===== config.mk =====
export PLATFORM = sky130hd
export DESIGN_NAME = system_moore_multi
export DESIGN_NICKNAME = d
export VERILOG_FILES = /design/src/rtl/system_moore_pkg.sv /design/src/rtl/channel_reg.sv /design/src/rtl/system_moore_multi.sv
export SDC_FILE = /design/constraint.sdc
export NUM_CORES = 1
export LEC_CHECK = 0
export ABC_CLOCK_PERIOD_IN_PS = 2800
export CAP_MARGIN = 10
export CORE_MARGIN = 2
export CORE_UTILIZATION = 35
export CTS_BUF_LIST = sky130_fd_sc_hd__clkbuf_4 sky130_fd_sc_hd__clkbuf_8
export CTS_CLUSTER_SIZE = 16
export DETAILED_ROUTE_END_ITERATION = 8
export GPL_ROUTABILITY_DRIVEN = 0
export GPL_TIMING_DRIVEN = 1
export PLACE_DENSITY = 0.56
export RECOVER_POWER = 25
export SETUP_SLACK_MARGIN = 0.05
export SYNTH_ARGS = -nofsm -noshare
export SYNTH_HDL_FRONTEND = slang
export SYNTH_SLANG_ARGS = --single-unit

===== constraint.sdc =====
create_clock -name clk -period 2.8 [get_ports clk]
set_clock_uncertainty 0.05 [all_clocks]
set_input_delay 0.56 -clock clk [delete_from_list [all_inputs] [get_ports clk]]
set_output_delay 0.56 -clock clk [all_outputs]
set_load 0.05 [all_outputs]

===== src/rtl/system_moore_pkg.sv =====
// Shared definitions for the multi-channel Moore request/confirm system.
// State codes, state width and timeout counter width.
package system_moore_pkg;

  localparam int STATE_W = 3;
  localparam int CNT_W   = 8;

  typedef enum logic [STATE_W-1:0] {
    IDLE    = 3'd0,
    CAPTURE = 3'd1,
    WAIT    = 3'd2,
    WRITE   = 3'd3,
    ERR     = 3'd4
  } state_e;

endpackage


===== src/rtl/channel_reg.sv =====
// One output channel: WIDTH-bit register with load enable.
// Asynchronous active-low reset clears it to zero.
module channel_reg #(
  parameter int WIDTH = 4
) (
  input  logic             clk,
  input  logic             rst_n,
  input  logic             i_en,
  input  logic [WIDTH-1:0] i_d,
  output logic [WIDTH-1:0] o_q
);

  logic [WIDTH-1:0] r_q;

  always_ff @(posedge clk or negedge rst_n) begin
    if (!rst_n)    r_q <= '0;
    else if (i_en) r_q <= i_d;
  end

  assign o_q = r_q;

endmodule


===== src/rtl/system_moore_multi.sv =====
// Moore request/confirm FSM committing a held word into round-robin
// channels, with confirm timeout, cancel and debug outputs.
module system_moore_multi #(
  parameter int WIDTH    = 4,
  parameter int CHANNELS = 4,
  parameter int TIMEOUT  = 15,
  localparam int PTR_W   = $clog2(CHANNELS)
) (
  input  logic                      clk,
  input  logic                      rst,
  input  logic                      request,
  input  logic                      confirm,
  input  logic                      cancel,
  input  logic [WIDTH-1:0]          din,
  output logic [CHANNELS*WIDTH-1:0] dout,
  output logic [CHANNELS-1:0]       wr_en,
  output logic [PTR_W-1:0]          ptr,
  output logic [2:0]                state,
  output logic                      busy,
  output logic                      err
);

  import system_moore_pkg::*;

  state_e           r_state;
  state_e           w_next;
  logic [WIDTH-1:0] r_hold;
  logic [CNT_W-1:0] r_cnt;
  logic [CNT_W-1:0] w_cnt_nx;
  logic [PTR_W-1:0] r_ptr;
  logic [PTR_W-1:0] w_ptr_nx;
  logic             w_load;
  logic             w_commit;

  localparam logic [CNT_W-1:0] CNT_LAST = CNT_W'(TIMEOUT - 1);
  localparam logic [PTR_W-1:0] PTR_LAST = PTR_W'(CHANNELS - 1);

  always_comb begin
    w_next   = r_state;
    w_cnt_nx = r_cnt;
    unique case (r_state)
      IDLE:    if (request) w_next = CAPTURE;
      CAPTURE: begin
        w_cnt_nx = '0;
        w_next   = WAIT;
      end
      WAIT: begin
        if (cancel)                w_next = IDLE;
        else if (confirm)          w_next = WRITE;
        else if (r_cnt == CNT_LAST) w_next = ERR;
        else                       w_cnt_nx = r_cnt + 1'b1;
      end
      WRITE:   w_next = IDLE;
      ERR:     if (!request) w_next = IDLE;
      // codes 5..7 fall back to IDLE
      default: w_next = IDLE;
    endcase
  end

  assign w_load   = (r_state == IDLE) && request;
  assign w_commit = (r_state == WRITE);
  assign w_ptr_nx = (r_ptr == PTR_LAST) ? '0 : r_ptr + 1'b1;

  always_ff @(posedge clk or negedge rst) begin
    if (!rst) begin
      r_state <= IDLE;
      r_hold  <= '0;
      r_cnt   <= '0;
      r_ptr   <= '0;
    end else begin
      r_state <= w_next;
      r_cnt   <= w_cnt_nx;
      if (w_load)   r_hold <= din;
      if (w_commit) r_ptr  <= w_ptr_nx;
    end
  end

  assign wr_en = w_commit ? (CHANNELS'(1) << r_ptr) : '0;
  assign ptr   = r_ptr;
  assign state = r_state;
  assign busy  = (r_state != IDLE);
  assign err   = (r_state == ERR);

  for (genvar k = 0; k < CHANNELS; k++) begin : g_ch
    channel_reg #(.WIDTH(WIDTH)) u_ch (
      .clk   (clk),
      .rst_n (rst),
      .i_en  (wr_en[k]),
      .i_d   (r_hold),
      .o_q   (dout[k*WIDTH +: WIDTH])
    );
  end

endmodule


# Yosys cells after proc, flatten, opt, wreduce, memory -nomap -nowiden
# Cells that the tools add are included.
# op_classes
n_eq_ne	12
shift	1
n_addsub	2
mux	12
reduce_logical	6
# ops
operator	count
8-bit 2-to-1 mux	3
8-bit case mux with 2 select lines	1
3-bit 2-to-1 mux	5
3-bit case mux with 4 select lines	1
2-bit inequality test (second input constant)	5
8-bit by 1-bit adder with 8-bit output (second input constant)	1
8-bit by 4-bit == test with 1-bit output (second input constant)	1
3-bit by 2-bit == test with 1-bit output (second input constant)	2
4-bit 2-to-1 mux	1
4-bit inequality test (second input constant)	1
4-bit AND reduction	1
1-bit by 2-bit left shift with 4-bit output (first input constant)	1
3-bit by 1-bit == test with 1-bit output (second input constant)	1
3-bit == test (second input constant)	1
3-bit zero test	1
3-bit AND reduction	1
3-bit nonzero test	1
2-bit by 1-bit adder with 2-bit output (second input constant)	1
2-bit == test (second input constant)	1
2-bit 2-to-1 mux	1
2-bit nonzero test	1
1-bit logical AND	1
# word_totals
regBits	33
word_cells	41
output_inout_bits	27
input_bits	9

# Depth between registers and ports, before layout
# Gate-level depths: netlist (run 1).
# logic_depth
word_depth	5
ltp_mapped	7
depth_no_buf	6

# Cells and area by module
# Synthesis (run 1) repeated with hierarchy kept, for this count alone.
# unflattened
hier_cells	134
hier_area_um2	1592.8
# by_module_without_submodules
mod	n_inst	area_each_um2	cells_each	seq_area_each_um2
system_moore_multi	1	1012.2	102	425.4
channel_reg	4	145.1	8	100.1

# Least setup slack after synthesis (run 1)
# OpenSTA, ideal clock, no wires.
# synth_timing
path_type	flip-flop to output port
start	reg r_state[2], in the netlist state[2]
end	out err
path_buffers	0
path_stages_with_launch	2
t_required_ps	2190
arrival_time_ps	1957
path_slack_ps	233
path_cell_list	dfrtp_1 > nor3b_1
# synth_between
elab_chain_len	1
# synth_lines
element	line_no	source
from (decl)	system_moore_multi.sv:25	state_e r_state;
from (signal assigned)	system_moore_multi.sv:71	r_state <= w_next;
3-bit == test	system_moore_multi.sv:82	assign err = (r_state == ERR);
to (decl)	system_moore_multi.sv:20	output logic err
# No other way between the ends.

# Worst setup path after layout (run 1)
# layout_timing
start	reg r_state[1], in the netlist state[1]
end	out busy
# layout_between
elab_chain_len	1
# layout_lines
element	line_no	source
3-bit nonzero test	system_moore_multi.sv:81	assign busy = (r_state != IDLE);
to (decl)	system_moore_multi.sv:19	output logic busy,
# No other way between the ends.

==> results of run 1 <==
[cell type report]
| cell class | count | area, um2 | area share |
|---|---|---|---|
| Clock buffer | 5 | 68.82 | 0.03360 |
| Clock inverter | 3 | 17.52 | 0.008552 |
| Inverter | 8 | 30.03 | 0.01466 |
| Multi-Input combinational cell | 88 | 696.9 | 0.3403 |
| Sequential cell | 33 | 825.8 | 0.4032 |
| Tap cell | 52 | 65.06 | 0.03177 |
| Timing Repair Buffer | 36 | 344.1 | 0.1680 |
[state kept, by name, indices dropped and copies added (netlist names)]
register / flops
g_ch.u_ch.o_q: 16
r_cnt: 8
r_hold: 4
state: 3
ptr: 2
[through the flow]
stage	util	area [um2]	hold WS [ns]	cells
floorplan	-	1625	0.2144	138
global placement	0.4453	1966	0.4383	217
detailed placement	0.4453	1966	0.4430	217
CTS	0.4649	2052	0.4601	225
global route	0.4640	2048	0.4787	225
finish	0.4640	2048	0.4563	225
[worst reg2reg max path, cell delays in order (launching register included)]
cell,delay [ns]
dfrtp_1,0.43
inv_1,0.08
ha_1,0.13
or4b_4,0.47
o311ai_4,0.51
nor3b_1,0.11
a211o_1,0.28
[placed cells by master (no fill, tap or decap), drive strengths merged, types with 2 or more instances in the layout]
master,instances
clkbuf,6
nor3,4
nor2,6
nand3,5
inv,8
a31oi,2
mux2,20
nor3b,4
o21ai,6
ha,6
dfrtp,33
nor2b,3
a211o,3
clkdlybuf4s50,31
and3,3
clkinv,2
nand2,10
buf,4
a21oi,2
a22o,2
[power breakdown]
part	switching (mW)	leakage (nW)	internal [mW]
combinational	0.744	0.493	0.444
clock	0.180	0.0439	0.171
sequential	0.151	0.429	0.648
total	1.07	0.966	1.26
[path summary, 6_finish.rpt]
kind	end	depth (start not counted)
max in group asynchronous	r_cnt[5]$_DFFE_PN0P_	2
min in group asynchronous	g_ch[1].u_ch.o_q[1]$_DFFE_PN0P_	2
setup reg to reg	r_cnt[2]$_DFFE_PN0P_	6
hold / removal	g_ch[2].u_ch.o_q[2]$_DFFE_PN0P_	1
hold reg to reg	g_ch[2].u_ch.o_q[2]$_DFFE_PN0P_	1
setup / recovery	busy	2
[logic make-up (layout without fill, tap and decap cells)]
kind of cell | after synthesis | count (layout) | share of synthesized area
AO/OA/AOI/OAI | 17 | 17 | 0.08238
adder cells (fa/ha/maj) | 6 | 6 | 0.04619
XOR/XNOR | 1 | 1 | 0.005390
multiplexers | 21 | 21 | 0.1447
AND/OR/NAND/NOR | 43 | 43 | 0.1501
flip-flops | 33 | 33 | 0.5081
buffers and inverters | 17 | 52 | 0.06313
[metal layers]
layer | routed length, um | up-vias
met3 | 195 | 5
met2 | 1516 | 30
met1 | 1368 | 542
li1 | - | 549
met5 | 0 | -
met4 | 42 | 0
==> impl_metrics.json, run 1 <==
{
  "arrival_ns": 1.89,
  "met3_usage": 0.05278,
  "yosysWarnings": 0,
  "fillers": 401,
  "grt_pass1_wl_mm": 5.161,
  "clkLatencyLatePin_ns": 0.28,
  "n_antenna_cell": 0,
  "min_period_ns": 2.502,
  "ys_seq_elements": 33,
  "cp_num_buf_inv": 1,
  "grt_pass1_vias": 1037,
  "p_per_area_nw_per_um2": 1142,
  "nets": 187,
  "start_util": 0.3682,
  "grt_max_degree": 34,
  "avgSynthCellArea_um2": 11.78,
  "ir_drop_v": 0.0003851,
  "dp_slack_ns": 0.5941,
  "period_share": 0.8935,
  "p_total_mw": 2.339,
  "die_y_um": 72.15,
  "min_path_type": "reg2reg",
  "detail-route-antenna-nets": 0,
  "fp.dieArea_um2": 5205,
  "die_x_um": 72.15,
  "cts_buffers": 5,
  "ff2ff_setup_slack_ns": 0.61,
  "clockBufferDepth": 2,
  "setup_violations": 0,
  "hpwl_mm": 2.339,
  "cts-root-buf": "clkbuf_8",
  "violations": "max-capacitance violations, max-slew violations",
  "startpoint_type": "flip-flop",
  "grt_usage": 0.1334,
  "use_met2": 0.2161,
  "cp-startpoint": "state[1]$_DFFE_PN0P_",
  "io_pins": 36,
  "cp.required_ns": 2.19,
  "hold_viol": 0,
  "clock_sinks": 33,
  "gr-max-usage-layer": "met2",
  "dr.pass1.iters": 4,
  "antenna_found_initial": 0,
  "clkTransAtPathRegs_ns": 0.07,
  "synth_top_area_frac": 0.5081,
  "crit_path_max_incr_delay_ns": 0.71,
  "drv_cap": 1,
  "dr.first_iter.drc_count": 52,
  "cp_max_fo": 11,
  "crit_chain": "or3_1 > clkdlybuf4s50_1",
  "maxSlewHeadroom": -0.1970,
  "async_flop_share": 1.000,
  "wire_per_inst_um": 13.88,
  "max_slew.worst_pin.slew_ns": 1.796,
  "crit_type": "reg2out",
  "leakagePower_nw": 0.9658,
  "met1_usage": 0.1571,
  "synth_commonest_cells": "dfrtp_1, mux2_2, nand2_1",
  "synth.largest_area_cell": "dfrtp_1",
  "endpoint_kind": "output pin",
  "synth_fp_nets": 153,
  "postRouteWirelength_mm": 3.122,
  "hold_start": "g_ch[2].u_ch.o_q[2]$_DFFE_PN0P_",
  "drcViolationCount": 0,
  "cts_tree": "done",
  "fmax_mhz": 399.7,
  "cts_hold_buf": 0,
  "yosysMostFrequentCell": "dfrtp_1",
  "slew_viol_final": 34,
  "synth_ff_type": "dfrtp_1",
  "outcome": "complete, but fails checks",
  "grt_overflow_total": 0,
  "fin_tns_setup_ns": 0,
  "setup_slack_ns": 0.2981,
  "synth_area_um2": 1625,
  "portBuffers": 35,
  "viasPerCell": 5.004,
  "via_count": 1126,
  "num_rows": 24,
  "synth-edff-count": 0,
  "ys_top_cells_by_area": "dfrtp_1, mux2_2, ha_1",
  "ys_seq_area_frac": 0.5081,
  "cts_setup_buffers": 0,
  "cp_top_family": "buffers and inverters",
  "timing.rr.start": "r_cnt[0]$_DFFE_PN0P_",
  "core_area_um2": 4414,
  "synthCells": 138,
  "postCtsResizedCells": 0,
  "yosys.cell_types.count": 36,
  "syn_to_final_growth_pct": 26.02,
  "rsz0062_at_grt": "no",
  "drive_above_1_share": 0.2139,
  "slowest_stage": "clkdlybuf4s50_1",
  "ctsHtreeMaxLevel": 2
}
No activity file was read; power rests on OpenSTA's default activity.
==> run 2: changes to the inputs <==
--- a/config.mk
+++ b/config.mk
@@ -13,7 +13,6 @@
 export CTS_CLUSTER_SIZE = 16
 export DETAILED_ROUTE_END_ITERATION = 8
 export GPL_ROUTABILITY_DRIVEN = 0
-export GPL_TIMING_DRIVEN = 1
 export PLACE_DENSITY = 0.56
 export RECOVER_POWER = 25
 export SETUP_SLACK_MARGIN = 0.05
==> results of run 2 <==
No change in the layout: final DEF, timing and power equal those of run 1.
